===== src/rtl/mips_controller.sv =====
//------------------------------------------------------------------------------
// Module      : mips_controller
// Description : Multicycle MIPS control unit: Moore FSM plus ALU decoder,
//               driving a packed control bus to the datapath.
// Revision    : 1.0 - initial release
//------------------------------------------------------------------------------
`default_nettype none

module mips_controller (
  input  logic        clk,
  input  logic        reset_n,
  input  logic [5:0]  opcode,
  input  logic [5:0]  funct,
  input  logic        zero,
  output logic [14:0] control_bus,
  output logic        illegal_op
);

  localparam logic [5:0] c_OP_RTYPE = 6'b000000;
  localparam logic [5:0] c_OP_LW    = 6'b100011;
  localparam logic [5:0] c_OP_SW    = 6'b101011;
  localparam logic [5:0] c_OP_BEQ   = 6'b000100;
  localparam logic [5:0] c_OP_ADDI  = 6'b001000;
  localparam logic [5:0] c_OP_J     = 6'b000010;

  localparam logic [5:0] c_FN_ADD   = 6'b100000;
  localparam logic [5:0] c_FN_SUB   = 6'b100010;
  localparam logic [5:0] c_FN_AND   = 6'b100100;
  localparam logic [5:0] c_FN_OR    = 6'b100101;
  localparam logic [5:0] c_FN_SLT   = 6'b101010;

  localparam logic [14:0] c_RESET_BUS = 15'h0002;

  typedef enum logic [3:0] {
    FETCH    = 4'd0,
    DECODE   = 4'd1,
    MEMADR   = 4'd2,
    MEMRD    = 4'd3,
    MEMWB    = 4'd4,
    MEMWR    = 4'd5,
    EXECUTE  = 4'd6,
    ALUWB    = 4'd7,
    BRANCH   = 4'd8,
    ADDIEXEC = 4'd9,
    ADDIWB   = 4'd10,
    JUMP     = 4'd11
  } state_t;

  state_t      r_state;
  state_t      w_next;

  logic        w_iord;
  logic        w_mem_write;
  logic        w_ir_write;
  logic        w_pc_write;
  logic        w_branch;
  logic        w_alu_src_a;
  logic        w_reg_write;
  logic        w_reg_dst;
  logic        w_mem_to_reg;
  logic [1:0]  w_pc_src;
  logic [1:0]  w_alu_src_b;
  logic [1:0]  w_alu_op;
  logic        w_illegal;
  logic        w_funct_ok;
  logic        w_pc_en;
  logic [2:0]  w_alu_control;

  always_ff @(posedge clk or negedge reset_n) begin
    if (!reset_n) begin
      r_state <= FETCH;
    end else begin
      r_state <= w_next;
    end
  end

  always_comb begin
    w_funct_ok = 1'b0;
    case (funct)
      c_FN_ADD, c_FN_SUB, c_FN_AND, c_FN_OR, c_FN_SLT: w_funct_ok = 1'b1;
      default:                                         w_funct_ok = 1'b0;
    endcase
  end

  always_comb begin
    w_next       = FETCH;
    w_iord       = 1'b0;
    w_mem_write  = 1'b0;
    w_ir_write   = 1'b0;
    w_pc_write   = 1'b0;
    w_branch     = 1'b0;
    w_alu_src_a  = 1'b0;
    w_reg_write  = 1'b0;
    w_reg_dst    = 1'b0;
    w_mem_to_reg = 1'b0;
    w_pc_src     = 2'b00;
    w_alu_src_b  = 2'b00;
    w_alu_op     = 2'b00;
    w_illegal    = 1'b0;

    case (r_state)
      FETCH: begin
        w_next      = DECODE;
        w_ir_write  = 1'b1;
        w_pc_write  = 1'b1;
        w_alu_src_b = 2'b01;
      end
      DECODE: begin
        w_alu_src_b = 2'b11;
        case (opcode)
          c_OP_LW, c_OP_SW: w_next = MEMADR;
          c_OP_RTYPE:       w_next = EXECUTE;
          c_OP_BEQ:         w_next = BRANCH;
          c_OP_ADDI:        w_next = ADDIEXEC;
          c_OP_J:           w_next = JUMP;
          default: begin
            w_next    = FETCH;
            w_illegal = 1'b1;
          end
        endcase
      end
      MEMADR: begin
        w_next      = (opcode == c_OP_LW) ? MEMRD : MEMWR;
        w_alu_src_a = 1'b1;
        w_alu_src_b = 2'b10;
      end
      MEMRD: begin
        w_next = MEMWB;
        w_iord = 1'b1;
      end
      MEMWB: begin
        w_reg_write  = 1'b1;
        w_mem_to_reg = 1'b1;
      end
      MEMWR: begin
        w_iord      = 1'b1;
        w_mem_write = 1'b1;
      end
      EXECUTE: begin
        w_next      = ALUWB;
        w_alu_src_a = 1'b1;
        w_alu_op    = 2'b10;
        w_illegal   = !w_funct_ok;
      end
      ALUWB: begin
        w_reg_write = 1'b1;
        w_reg_dst   = 1'b1;
      end
      BRANCH: begin
        w_alu_src_a = 1'b1;
        w_alu_op    = 2'b01;
        w_pc_src    = 2'b01;
        w_branch    = 1'b1;
      end
      ADDIEXEC: begin
        w_next      = ADDIWB;
        w_alu_src_a = 1'b1;
        w_alu_src_b = 2'b10;
      end
      ADDIWB: begin
        w_reg_write = 1'b1;
      end
      JUMP: begin
        w_pc_src   = 2'b10;
        w_pc_write = 1'b1;
      end
      // Unused encodings fall back to FETCH with all enables off.
      default: w_next = FETCH;
    endcase
  end

  always_comb begin
    w_alu_control = 3'b010;
    case (w_alu_op)
      2'b00: w_alu_control = 3'b010;
      2'b01: w_alu_control = 3'b110;
      2'b10: begin
        case (funct)
          c_FN_ADD: w_alu_control = 3'b010;
          c_FN_SUB: w_alu_control = 3'b110;
          c_FN_AND: w_alu_control = 3'b000;
          c_FN_OR:  w_alu_control = 3'b001;
          c_FN_SLT: w_alu_control = 3'b111;
          default:  w_alu_control = 3'b010;
        endcase
      end
      default: w_alu_control = 3'b010;
    endcase
  end

  assign w_pc_en = w_pc_write | (w_branch & zero);

  // Reset gates the bus directly so enables drop without waiting for a clock.
  always_comb begin
    control_bus = c_RESET_BUS;
    illegal_op  = 1'b0;
    if (reset_n) begin
      control_bus = {w_iord, w_mem_write, w_ir_write, w_pc_en, w_alu_src_a,
                     w_reg_write, w_reg_dst, w_mem_to_reg, w_pc_src,
                     w_alu_src_b, w_alu_control};
      illegal_op  = w_illegal;
    end
  end

endmodule

`default_nettype wire


===== config.mk =====
export PLATFORM = sky130hd
export DESIGN_NAME = mips_controller
export DESIGN_NICKNAME = d
export VERILOG_FILES = /design/src/rtl/mips_controller.sv
export SDC_FILE = /design/constraint.sdc
export NUM_CORES = 1
export LEC_CHECK = 0
export ABC_AREA = 0
export BUFFER_PORTS_ARGS = -buffer_cell sky130_fd_sc_hd__buf_2
export CORE_MARGIN = 1.5
export CORE_UTILIZATION = 48
export CTS_CLUSTER_SIZE = 16
export DETAILED_ROUTE_END_ITERATION = 8
export PLACE_DENSITY = 0.85
export SLEW_MARGIN = 20
export SYNTH_ARGS = -nofsm -noshare
export SYNTH_HDL_FRONTEND = slang
export SYNTH_SLANG_ARGS = --single-unit
export TNS_END_PERCENT = 20

===== constraint.sdc =====
create_clock -name clk -period 2.91 [get_ports clk]
set_input_delay 0.1455 -clock clk [delete_from_list [all_inputs] [get_ports clk]]
set_output_delay 0.1455 -clock clk [all_outputs]
set_load 0.1 [all_outputs]

After elaboration in Yosys (flattened, before gate mapping) --
Index checks and enable logic that the tools add are counted.
Storage, ports and cells: bits in registers 4, input port bits 15, output and inout port bits 16, word-level logic and storage cells 59
Operators by class: eq/ne operators 23, mux-type cells 22, bitwise logic cells 2, reduce and logical (&&, ||, !) cells 11
Operators with widths (number):
- $eq A6 B6 Y1 const B | 7
- $pmux W4 S6 | 1
- $pmux W4 S5 | 1
- $eq A4 B3 Y1 const B | 4
- $eq A4 B4 Y1 const B | 4
- $mux W15 | 1
- $mux W1 | 12
- $pmux W3 S4 | 1
- $eq A4 B2 Y1 const B | 2
- $pmux W2 S2 | 2
- $reduce_or A2 Y1 | 4
- $eq A6 B2 Y1 const B | 1
- $eq A6 B3 Y1 const B | 1
- $eq A6 B4 Y1 const B | 1
- $logic_not A6 Y1 | 1
- $pmux W2 S3 | 1
- $pmux W3 S2 | 1
- $reduce_or A6 Y1 | 1
- $reduce_or A5 Y1 | 1
- $eq A4 B1 Y1 const B | 1
- $logic_not A4 Y1 | 1
- $reduce_or A4 Y1 | 1
- $mux W3 | 1
- $reduce_or A3 Y1 | 1
- other kinds (6) | 6

Longest topological paths before layout --
Gate-level depths: netlist (run 1).
word-level depth 6, mapped depth 8, mapped depth without buffers 7

Worst setup path after synthesis (run 1) --
OpenSTA, ideal clock, no wires.
kind reg-to-output, start reg r_state[0], end out control_bus[10], arrival 3.309 ns, data required time 2.765 ns, path slack -0.545 ns, stages on the path, launching flop included 6, buffers on the path 1, cell sequence dfrtp_1 > buf_1 > nor3_1 > inv_1 > ha_1 > a21boi_0
Between the ends: longest elaborated chain between the ends 4, elaborated cells between the ends (all ways) 7, classes of those cells eq/ne: 4; mux: 2; reduce/logical: 1
RTL lines:
- start: declaration | RTL line 49 | state_t r_state;
- start signal: assignment | RTL line 73 | r_state <= w_next;
- $eq A4 B3 Y1, or another cell as far along | RTL line 101 | case (r_state)
- $reduce_or A4 Y1 (no source line) *
- $mux W1 * | RTL line 101
- $mux W15 * | RTL line 197 | if (reset_n) begin
- end: declaration | RTL line 15 | output logic [14:0] control_bus,
Mark *: on every way between the ends. The rest lies on a longest branch, timed or not.

Worst setup path in the final report (run 1) --
start reg r_state[3], end out control_bus[1]
Between the ends: longest elaborated chain between the ends 5, elaborated cells between the ends (all ways) 7, classes of those cells eq/ne: 4; mux: 3
RTL lines:
- $eq A4 B4 Y1 or $eq A4 B3 Y1 (tied branches) | RTL line 101
- $pmux W2 S2 * | RTL line 101
- $eq A2 B2 Y1 or $eq A2 B1 Y1 (tied branches) | RTL line 174 | case (w_alu_op)
- $pmux W3 S2 * | RTL line 174
- $mux W15 * | RTL line 197
Marks and branches as above.

==> results of run 1 <==
-- worst register-to-register path, cell delays in order, from the launching register on --
cell and delay, ps:
dfrtp_1 530, nor2b_1 320, nand2_1 110, a21oi_1 110, o21bai_1 130
-- cell usage in the layout, fill, tap and decap left out, drive strengths merged, types with 2 or more instances in the layout --
master and count:
a21boi 2, a21oi 6, and3 2, buf 30, clkbuf 3, dfrtp 4, ha 3, inv 7
nand2 11, nand2b 3, nand3 4, nor2 14, nor2b 5, nor3 5, o21ai 3, xnor2 2
-- where the power goes --
part           internal (uW)  leakage [uW]  total [uW]  switching, uW
clock network           46.2     0.0000138        70.0           23.8
registers               68.3     0.0000531         108           39.8
logic                   76.9      0.000305         373            296
total                    191      0.000372         551            360
-- final cells by class --
cell class / instances / area (um2) / share of cell area [%]
inverters: 7 / 26.28 / 3.261
repair buffers: 31 / 160.2 / 19.88
clock buffers: 3 / 22.52 / 2.795
well taps: 14 / 17.52 / 2.174
multi-input cells: 77 / 479.2 / 59.47
flip-flops and latches: 4 / 100.1 / 12.42
-- logic make-up (layout without fill, tap and decap cells) --
group	count (synthesis)	after routing	synth area share (%)
xor gates and xnor gates	2	2	2.795
AOI/OAI and AO/OA	22	22	25.35
and+or+nand+nor	50	50	42.31
DFF	4	4	15.97
buffers and inverters	12	41	7.586
adders and majority gates	3	3	5.989
-- through the flow --
step	worst slack (ps)	utilization (%)	cell area (um2)
after floorplan	-349.3	-	626.9
after global placement	752.3	66.88	773.2
after detailed placement	683.2	66.88	773.2
after CTS	422.2	69.70	805.8
after global routing	293.6	69.70	805.8
final	412.7	69.70	805.8
-- final timing paths --
check	to	start
max	control_bus[1]	r_state[3]
min	r_state[0]	opcode[4]
max reg2reg	r_state[1]	r_state[1]
min reg2reg	r_state[0]	r_state[3]
max in group asynchronous	r_state[1]	reset_n
min in group asynchronous	r_state[0]	reset_n
-- metal layers --
metal | wire (um) | track usage [%]
met3 | 113 | 8.671
met5 | 0 | 0
met4 | 0 | 2.586
met2 | 725 | 40.83
met1 | 739 | 28.62
-- timing repair --
action / in CTS / in global routing
hold buffers: 1 / 0
hold endpoints to repair: 4 / 0
resized for setup: 0 / 0
buffers inserted: 0 / 0
==> flow_summary_export.csv, run 1 <==
group,metric,value,unit
yosys,synth.most_common_cell,"nor2_1",
timing,fmax,400.4,MHz
route,num_vias,747,
yosys,ys_seq_elements,4,
route,dr.first_iter.drc_count,9,
floorplanning,fp.dieW,39.14,um
layout,layout.nets,142,
yosys,syn_nets,111,
yosys,ys_warn_count,0,
cts,h-tree-depth,1,
global_route,track_usage,23.72,%
yosys,yosys.area.top_type_share,15.97,%
layout,largest_register_ffs,4,
cts,clock-sinks,4,
timing,period_minus_slack,2497,ps
cts,cts_tree,"yes",
yosys,synth_area_leader_cell,"dfrtp_1",
timing,hold_viol,0,
worst_setup_path,cpMostUsedCell,"nand2b_1",
worst_setup_path,cp-start-kind,"register",
timing,setup_viol,0,
worst_setup_path,reg2reg_depth,4,
floorplanning,core_area,1156,um2
route,antenna_left,0,
worst_setup_path,cp.depth,6,
worst_setup_path,worstSetupPathType,"register to output pin",
cts,clk_pin_slew,40,ps
timing,relSlewSlack,64.02,%
timing,rsz0062_at_grt,"no",
worst_setup_path,slowest_stage,"dfrtp_1",
yosys,synthesis.area,626.9,um2
worst_hold_path,holdPathStages,4,
yosys,syn_inst,93,
placement,dp_hpwl,1224,um
yosys,ys.flop_type,"dfrtp_1",
global_route,antenna_found_initial,0,
layout,drive_gt1_share,31.15,%
layout,top_register,"r_state",
route,dr.pass1.iters,4,
layout,n_fill_cell,88,
timing,worst_slew_pin_slew,532.2,ps
pwr,p_leak,0.0003723,uW
worst_setup_path,crit_arrival,2350,ps
global_route,grt_overflow,0,
worst_setup_path,max_stage_delay,480,ps
yosys,async_flop_share,100.0,%
yosys,yosysSeqAreaShare,15.97,%
worst_hold_path,hp-class,"input port to register",
worst_setup_path,cp-end-kind,"output pin",
global_route,grt_pass1_vias,603,
timing,slew_violations,0,
route,wirelength,1578,um
global_route,grt_pass1_wl,2477,um
yosys,synthTopCellsByCount,"nor2_1, nand2_1, inv_1",
yosys,synth_edf_count,0,
placement,portBuffers,30,
pwr,p_per_area,684.1,nW/um2
layout,area_delta_synth_final,28.54,%
yosys,avgSynthCellArea,6.740,um2
timing,finClkSkew,2.999,ps
cts,insertion_delay,240,ps
floorplanning,die_h,39.14,um
cts,clockBufferDepth,2,
layout,diodes,0,
route,wl_per_cell,11.60,um
pwr,peakVddDrop,500.7,uV
worst_setup_path,cp_top_family,"simple AND/OR/NAND/NOR gates",
floorplanning,die-area,1532,um2
floorplanning,initial_core_util,54.22,%
yosys,synth_area_leaders,"dfrtp_1, nor2_1, nand2_1, ha_1, nor2b_1",
cts,clock_tree.root_cell,"clkbuf_4",
route,vias_per_cell,5.493,
yosys,synth_cell_types,35,
global_route,grt_max_degree,16,
route,drc,0,
worst_setup_path,r2r_slack,1620,ps
placement,place_congestion,0.8727,
timing,post-route-period-util,85.82,%
worst_setup_path,cp.required,2760,ps
worst_setup_path,critPathBufInv,1,
timing,setup_tns,0,ps
floorplanning,io_pins,31,
timing,fin_hold_ws,253.6,ps
worst_setup_path,path_cells,"nand2b_1 -> nor3_1 -> ha_1 -> nand2b_1 -> a211o_2 -> buf_2",
worst_setup_path,cp_max_fo,11,
layout,biggestRegsByFlops,"r_state (4)",
cts,cts_inserted_buffers,3,
pwr,total_power,551.2,uW
layout,stdcell_count,136,
floorplanning,rows,12,
flow_run,drv_cap,0,
run_status,status,"finished clean",
placement,post-place-cells,132,
No activity file was read; power rests on OpenSTA's default activity.
==> run 2: changes to the inputs <==
Settings changed: CORE_AREA from default to 2 2 39 41, CORE_MARGIN 1.5 to default, CORE_UTILIZATION 48 to default, CTS_BUF_LIST from default to sky130_fd_sc_hd__clkbuf_4, DIE_AREA from default to 0 0 41 43, PLACE_DENSITY 0.85 to 0.84.
==> flow_summary_export.csv, run 2 (synthesis results as in run 1) <==
group,metric,value,unit
floorplanning,die-area,1763,um2
timing,relSlewSlack,66.62,%
route,highest_layer,"met4",
layout,final_cell_mix,"buf_2, nor2_1, nand2_1",
worst_hold_path,holdPathStages,4,
global_route,track_usage,19.94,%
route,num_vias,778,
floorplanning,initial_core_util,45.30,%
timing,slew_violations,0,
placement,post-place-cells,134,
worst_setup_path,critPathBufInv,1,
layout,final_common_cell,"buf_2",
worst_setup_path,cp_max_fo,11,
timing,fmax,401.6,MHz
timing,setup_slack,420.0,ps
worst_setup_path,rr_startpoint,"r_state[1]",
route,dr.pass1.iters,4,
worst_setup_path,max_stage_delay,490,ps
worst_setup_path,cp-end-kind,"output pin",
worst_hold_path,hp-class,"input port to register",
layout,final_area,808.3,um2
route,wl_per_cell,11.46,um
run_status,status,"finished clean",
worst_setup_path,cp-start-kind,"register",
cts,cts_inserted_buffers,3,
worst_setup_path,r2r_slack,1640,ps
floorplanning,die_h,43,um
timing,post-route-period-util,85.57,%
cts,clock-sinks,4,
layout,layout.nets,142,
worst_setup_path,r2r-end,"r_state[1]",
layout,biggestRegsByFlops,"r_state (4)",
worst_setup_path,reg2reg_depth,4,
route,antenna_left,0,
worst_setup_path,cp.required,2760,ps
placement,pre_cts_slack,701.8,ps
cts,clock_tree.root_cell,"clkbuf_4",
route,drc,0,
route,dr.first_iter.drc_count,11,
route,wirelength,1582,um
layout,largest_register_ffs,4,
global_route,grt_pass1_vias,656,
worst_setup_path,slowest_stage,"dfrtp_1",
worst_setup_path,cp_top_family,"simple AND/OR/NAND/NOR gates",
worst_setup_path,cpMostUsedCell,"nand2b_1",
route,vias_per_cell,5.638,
timing,setup_viol,0,
global_route,antenna_found_initial,0,
timing,finClkSkew,5.434,ps
global_route,grt_pass1_wl,2511,um
cts,cts_setup_buffers,0,
floorplanning,rows,14,
cts,clk_pin_slew,40,ps
cts,cts_tree,"yes",
worst_hold_path,holdPathEnd,"r_state[0]",
route,met1_length,674,um
floorplanning,io_pins,31,
worst_hold_path,min_from,"opcode[4]",
layout,fin_util,58.41,%
layout,drive_gt1_share,31.15,%
layout,area_delta_synth_final,28.94,%
pwr,p_leak,0.0003723,uW
pwr,p_per_area,681.2,nW/um2
worst_setup_path,worstSetupPathType,"register to output pin",
route,met2_length,776,um
timing,period_minus_slack,2490,ps
global_route,grt_max_degree,16,
timing,hold_viol,0,
layout,diodes,0,
placement,portBuffers,30,
placement,place_congestion,0.8086,
worst_setup_path,path_cells,"nand2b_1 -> nor3_1 -> ha_1 -> nand2b_1 -> nor3b_2 -> buf_2",
placement,dp_hpwl,1203,um
layout,top_register,"r_state",
timing,worst_slew_pin_slew,493.7,ps
flow_run,drv_cap,0,
cts,clockBufferDepth,2,
floorplanning,core_area,1384,um2
floorplanning,fp.dieW,41,um
worst_setup_path,crit_arrival,2340,ps
route,dr_wl_met3,117,um
placement,placed_cell_area,775.7,um2
global_route,grt_overflow,0,
cts,insertion_delay,240,ps
timing,rsz0062_at_grt,"no",
pwr,peakVddDrop,331.2,uV
layout,n_fill_cell,119,
layout,stdcell_count,138,
timing,setup_tns,0,ps
cts,h-tree-depth,1,
## run 2: cell counts in the layout (fill, tap and decap cells not counted)
No cell type changed its count.
## run 2: per-stage QoR
stage               total power [uW]  hold slack [ps]
detailed placement             478.1            25.56
CTS                            551.0            278.4
global placement               474.8            22.14
global route                   582.1            339.2
finish                         550.6            288.0
floorplan                      418.4           -150.1
## run 2: worst min-delay path: stages
cell and delay [ps]:
buf_2 110, nor4_1 60, nand2_1 60, a221oi_1 90
## run 2: where the power goes
part | internal [uW] | total (uW) | switching (uW)
Sequential | 68.3 | 108 | 40.1
Combinational | 76.6 | 373 | 297
Clock | 46.1 | 68.9 | 22.8
## run 2: per-layer routing
layer	up-vias	GRT usage, %
li1	384	-
met1	354	25.65
met2	38	31.87
met3	2	0
met4	0	11.33
met5	-	0
## run 2: worst max-delay path by stage
stage / cells past startpoint / startpoint / slack (ps) / end
floorplan: 4 / r_state[3] / -350 / illegal_op
global placement: 6 / r_state[3] / 740 / control_bus[1]
detailed placement: 6 / r_state[3] / 700 / control_bus[0]
CTS: 6 / r_state[3] / 430 / control_bus[0]
global route: 6 / r_state[3] / 300 / control_bus[0]
finish: 6 / r_state[3] / 420 / control_bus[0]
## run 2: layout make-up
type / count / area, um2 / share of cell area [%]
Clock buffer: 3 / 22.52 / 2.786
Multi-Input combinational cell: 77 / 479.2 / 59.29
Timing Repair Buffer: 31 / 160.2 / 19.81
Sequential cell: 4 / 100.1 / 12.38
Inverter: 7 / 26.28 / 3.251
Tap cell: 16 / 20.02 / 2.477
## run 2: repair_timing
action | in CTS | in global routing
setup endpoints to repair | 0 | 0
endpoints found under the hold margin | 4 | 0
hold buffers | 1 | 0
resized for setup | 0 | 0
==> run 3: changes to the inputs <==
Settings changed: RECOVER_POWER from default to 25.
==> flow_summary_export.csv, run 3 (synthesis results as in run 1) <==
group,metric,value,unit
cts,h-tree-depth,1,
timing,setup_viol,0,
global_route,grtUsageMet3,0,%
run_status,status,"finished clean",
route,wl_per_cell,11.46,um
route,dr.first_iter.drc_count,11,
global_route,busiest_layer,"met2",
timing,relSlewSlack,60.55,%
worst_setup_path,slowest_stage,"dfrtp_1",
timing,finClkSkew,5.281,ps
worst_hold_path,hp-class,"input port to register",
floorplanning,core_area,1384,um2
placement,dp_hpwl,1203,um
floorplanning,fp.dieW,41,um
timing,setup_slack,402.9,ps
global_route,grt_overflow,0,
timing,slew_violations,0,
floorplanning,rows,14,
timing,post-route-period-util,86.15,%
placement,portBuffers,30,
timing,period_minus_slack,2507,ps
floorplanning,die-area,1763,um2
route,wirelength,1582,um
pwr,p_per_area,682.1,nW/um2
layout,final_common_cell,"buf_2",
layout,fin_util,58.32,%
placement,place_congestion,0.8086,
timing,fmax,398.9,MHz
timing,worst_slew_pin_slew,591.7,ps
global_route,grt_pass1_wl,2511,um
timing,fin_hold_ws,287.8,ps
route,num_vias,778,
pwr,total_power,550.5,uW
global_route,antenna_found_initial,0,
worst_setup_path,critPathBufInv,1,
timing,rsz0062_at_grt,"no",
route,drc,0,
layout,drive_gt1_share,30.33,%
global_route,grt_use_met2,31.87,%
global_route,grt_pass1_vias,656,
worst_setup_path,cp-end-kind,"output pin",
floorplanning,initial_core_util,45.30,%
worst_setup_path,path_cells,"nand2b_1 -> nor3_1 -> ha_1 -> nand2b_1 -> nor3b_2 -> buf_2",
route,dr.pass1.iters,4,
worst_setup_path,cp-start-kind,"register",
cts,cts_tree,"yes",
cts,cts_setup_buffers,0,
route,vias_per_cell,5.638,
floorplanning,die_h,43,um
global_route,grt_max_degree,16,
layout,stdcell_count,138,
layout,final_cell_mix,"buf_2, nor2_1, nand2_1",
cts,clock-sinks,4,
worst_setup_path,worstSetupPathType,"register to output pin",
flow_run,drv_cap,0,
route,antenna_left,0,
floorplanning,io_pins,31,
layout,area_delta_synth_final,28.74,%
global_route,track_usage,19.94,%
worst_setup_path,cp_max_fo,11,
cts,clockBufferDepth,2,
layout,biggestRegsByFlops,"r_state (4)",
worst_setup_path,cp_top_family,"simple AND/OR/NAND/NOR gates",
worst_setup_path,cpMostUsedCell,"nand2b_1",
cts,clock_tree.root_cell,"clkbuf_4",
placement,pre_cts_slack,701.8,ps
worst_setup_path,cp.required,2760,ps
placement,post-place-cells,134,
worst_setup_path,crit_arrival,2360,ps
cts,insertion_delay,240,ps
layout,layout.nets,142,
timing,hold_viol,0,
pwr,peakVddDrop,331.2,uV
layout,diodes,0,
global_route,gr-usage-met1,25.65,%
layout,top_register,"r_state",
cts,clk_pin_slew,40,ps
cts,cts_inserted_buffers,3,
pwr,p_leak,0.0003696,uW
worst_setup_path,max_stage_delay,490,ps
layout,largest_register_ffs,4,
[run 3: changes by cell type in the layout (fill, tap and decap cells not counted), sizes merged]
cell / previous run / this run
buf: 30 / 29
clkbuf: 3 / 4
[run 3: timing repair]
action,in CTS,in global routing
endpoints found under the hold margin,4,0
setup endpoints to repair,0,0
hold buffers,1,0
resized for setup,0,0
[run 3: metal layers]
layer  share of wire [%]  routed length (um)  up-vias
met5                   0                   0        -
met1                  43                 675      354
met4                0.82                  13        0
met3                 7.4                 117        2
li1                    -                   -      384
met2                  49                 776       38
[run 3: final timing paths]
check | cells past startpoint | from | to | slack (ps)
worst min register to register | 1 | r_state[3] | r_state[2] | 700
worst max-delay path | 6 | r_state[3] | control_bus[0] | 400
max in group asynchronous | 2 | reset_n | r_state[1] | 2100
worst max register to register | 4 | r_state[1] | r_state[1] | 1640
min in group asynchronous | 2 | reset_n | r_state[2] | 420
worst min-delay path | 4 | opcode[4] | r_state[0] | 290
[run 3: layout make-up]
type	instances	area (um2)
inverter	7	26.28
sequential	4	100.1
clock buffer	3	22.52
tap	16	20.02
fill	120	576.8
multi-input combinational	77	479.2
timing repair buffer	31	158.9
[run 3: tightest hold or removal path, delay by kind of cell]
kind	cells	cell delay, ps
AND/OR/NAND/NOR	2	120
buffers and inverters	1	110
AO/OA/AOI/OAI	1	90
[run 3: where the power goes]
part / leakage (uW) / switching, uW / internal, uW
Clock: 0.0000138 / 22.9 / 46.1
Combinational: 0.000303 / 297 / 76.4
Sequential: 0.0000531 / 40.1 / 68.3
[run 3: per-stage QoR]
| stage | setup TNS, ps | area [um2] |
|---|---|---|
| after floorplan | -445.0 | 626.9 |
| after global routing | 0 | 807.0 |
| after detailed placement | 0 | 775.7 |
| final | 0 | 807.0 |
| after CTS | 0 | 808.3 |
| after global placement | 0 | 775.7 |
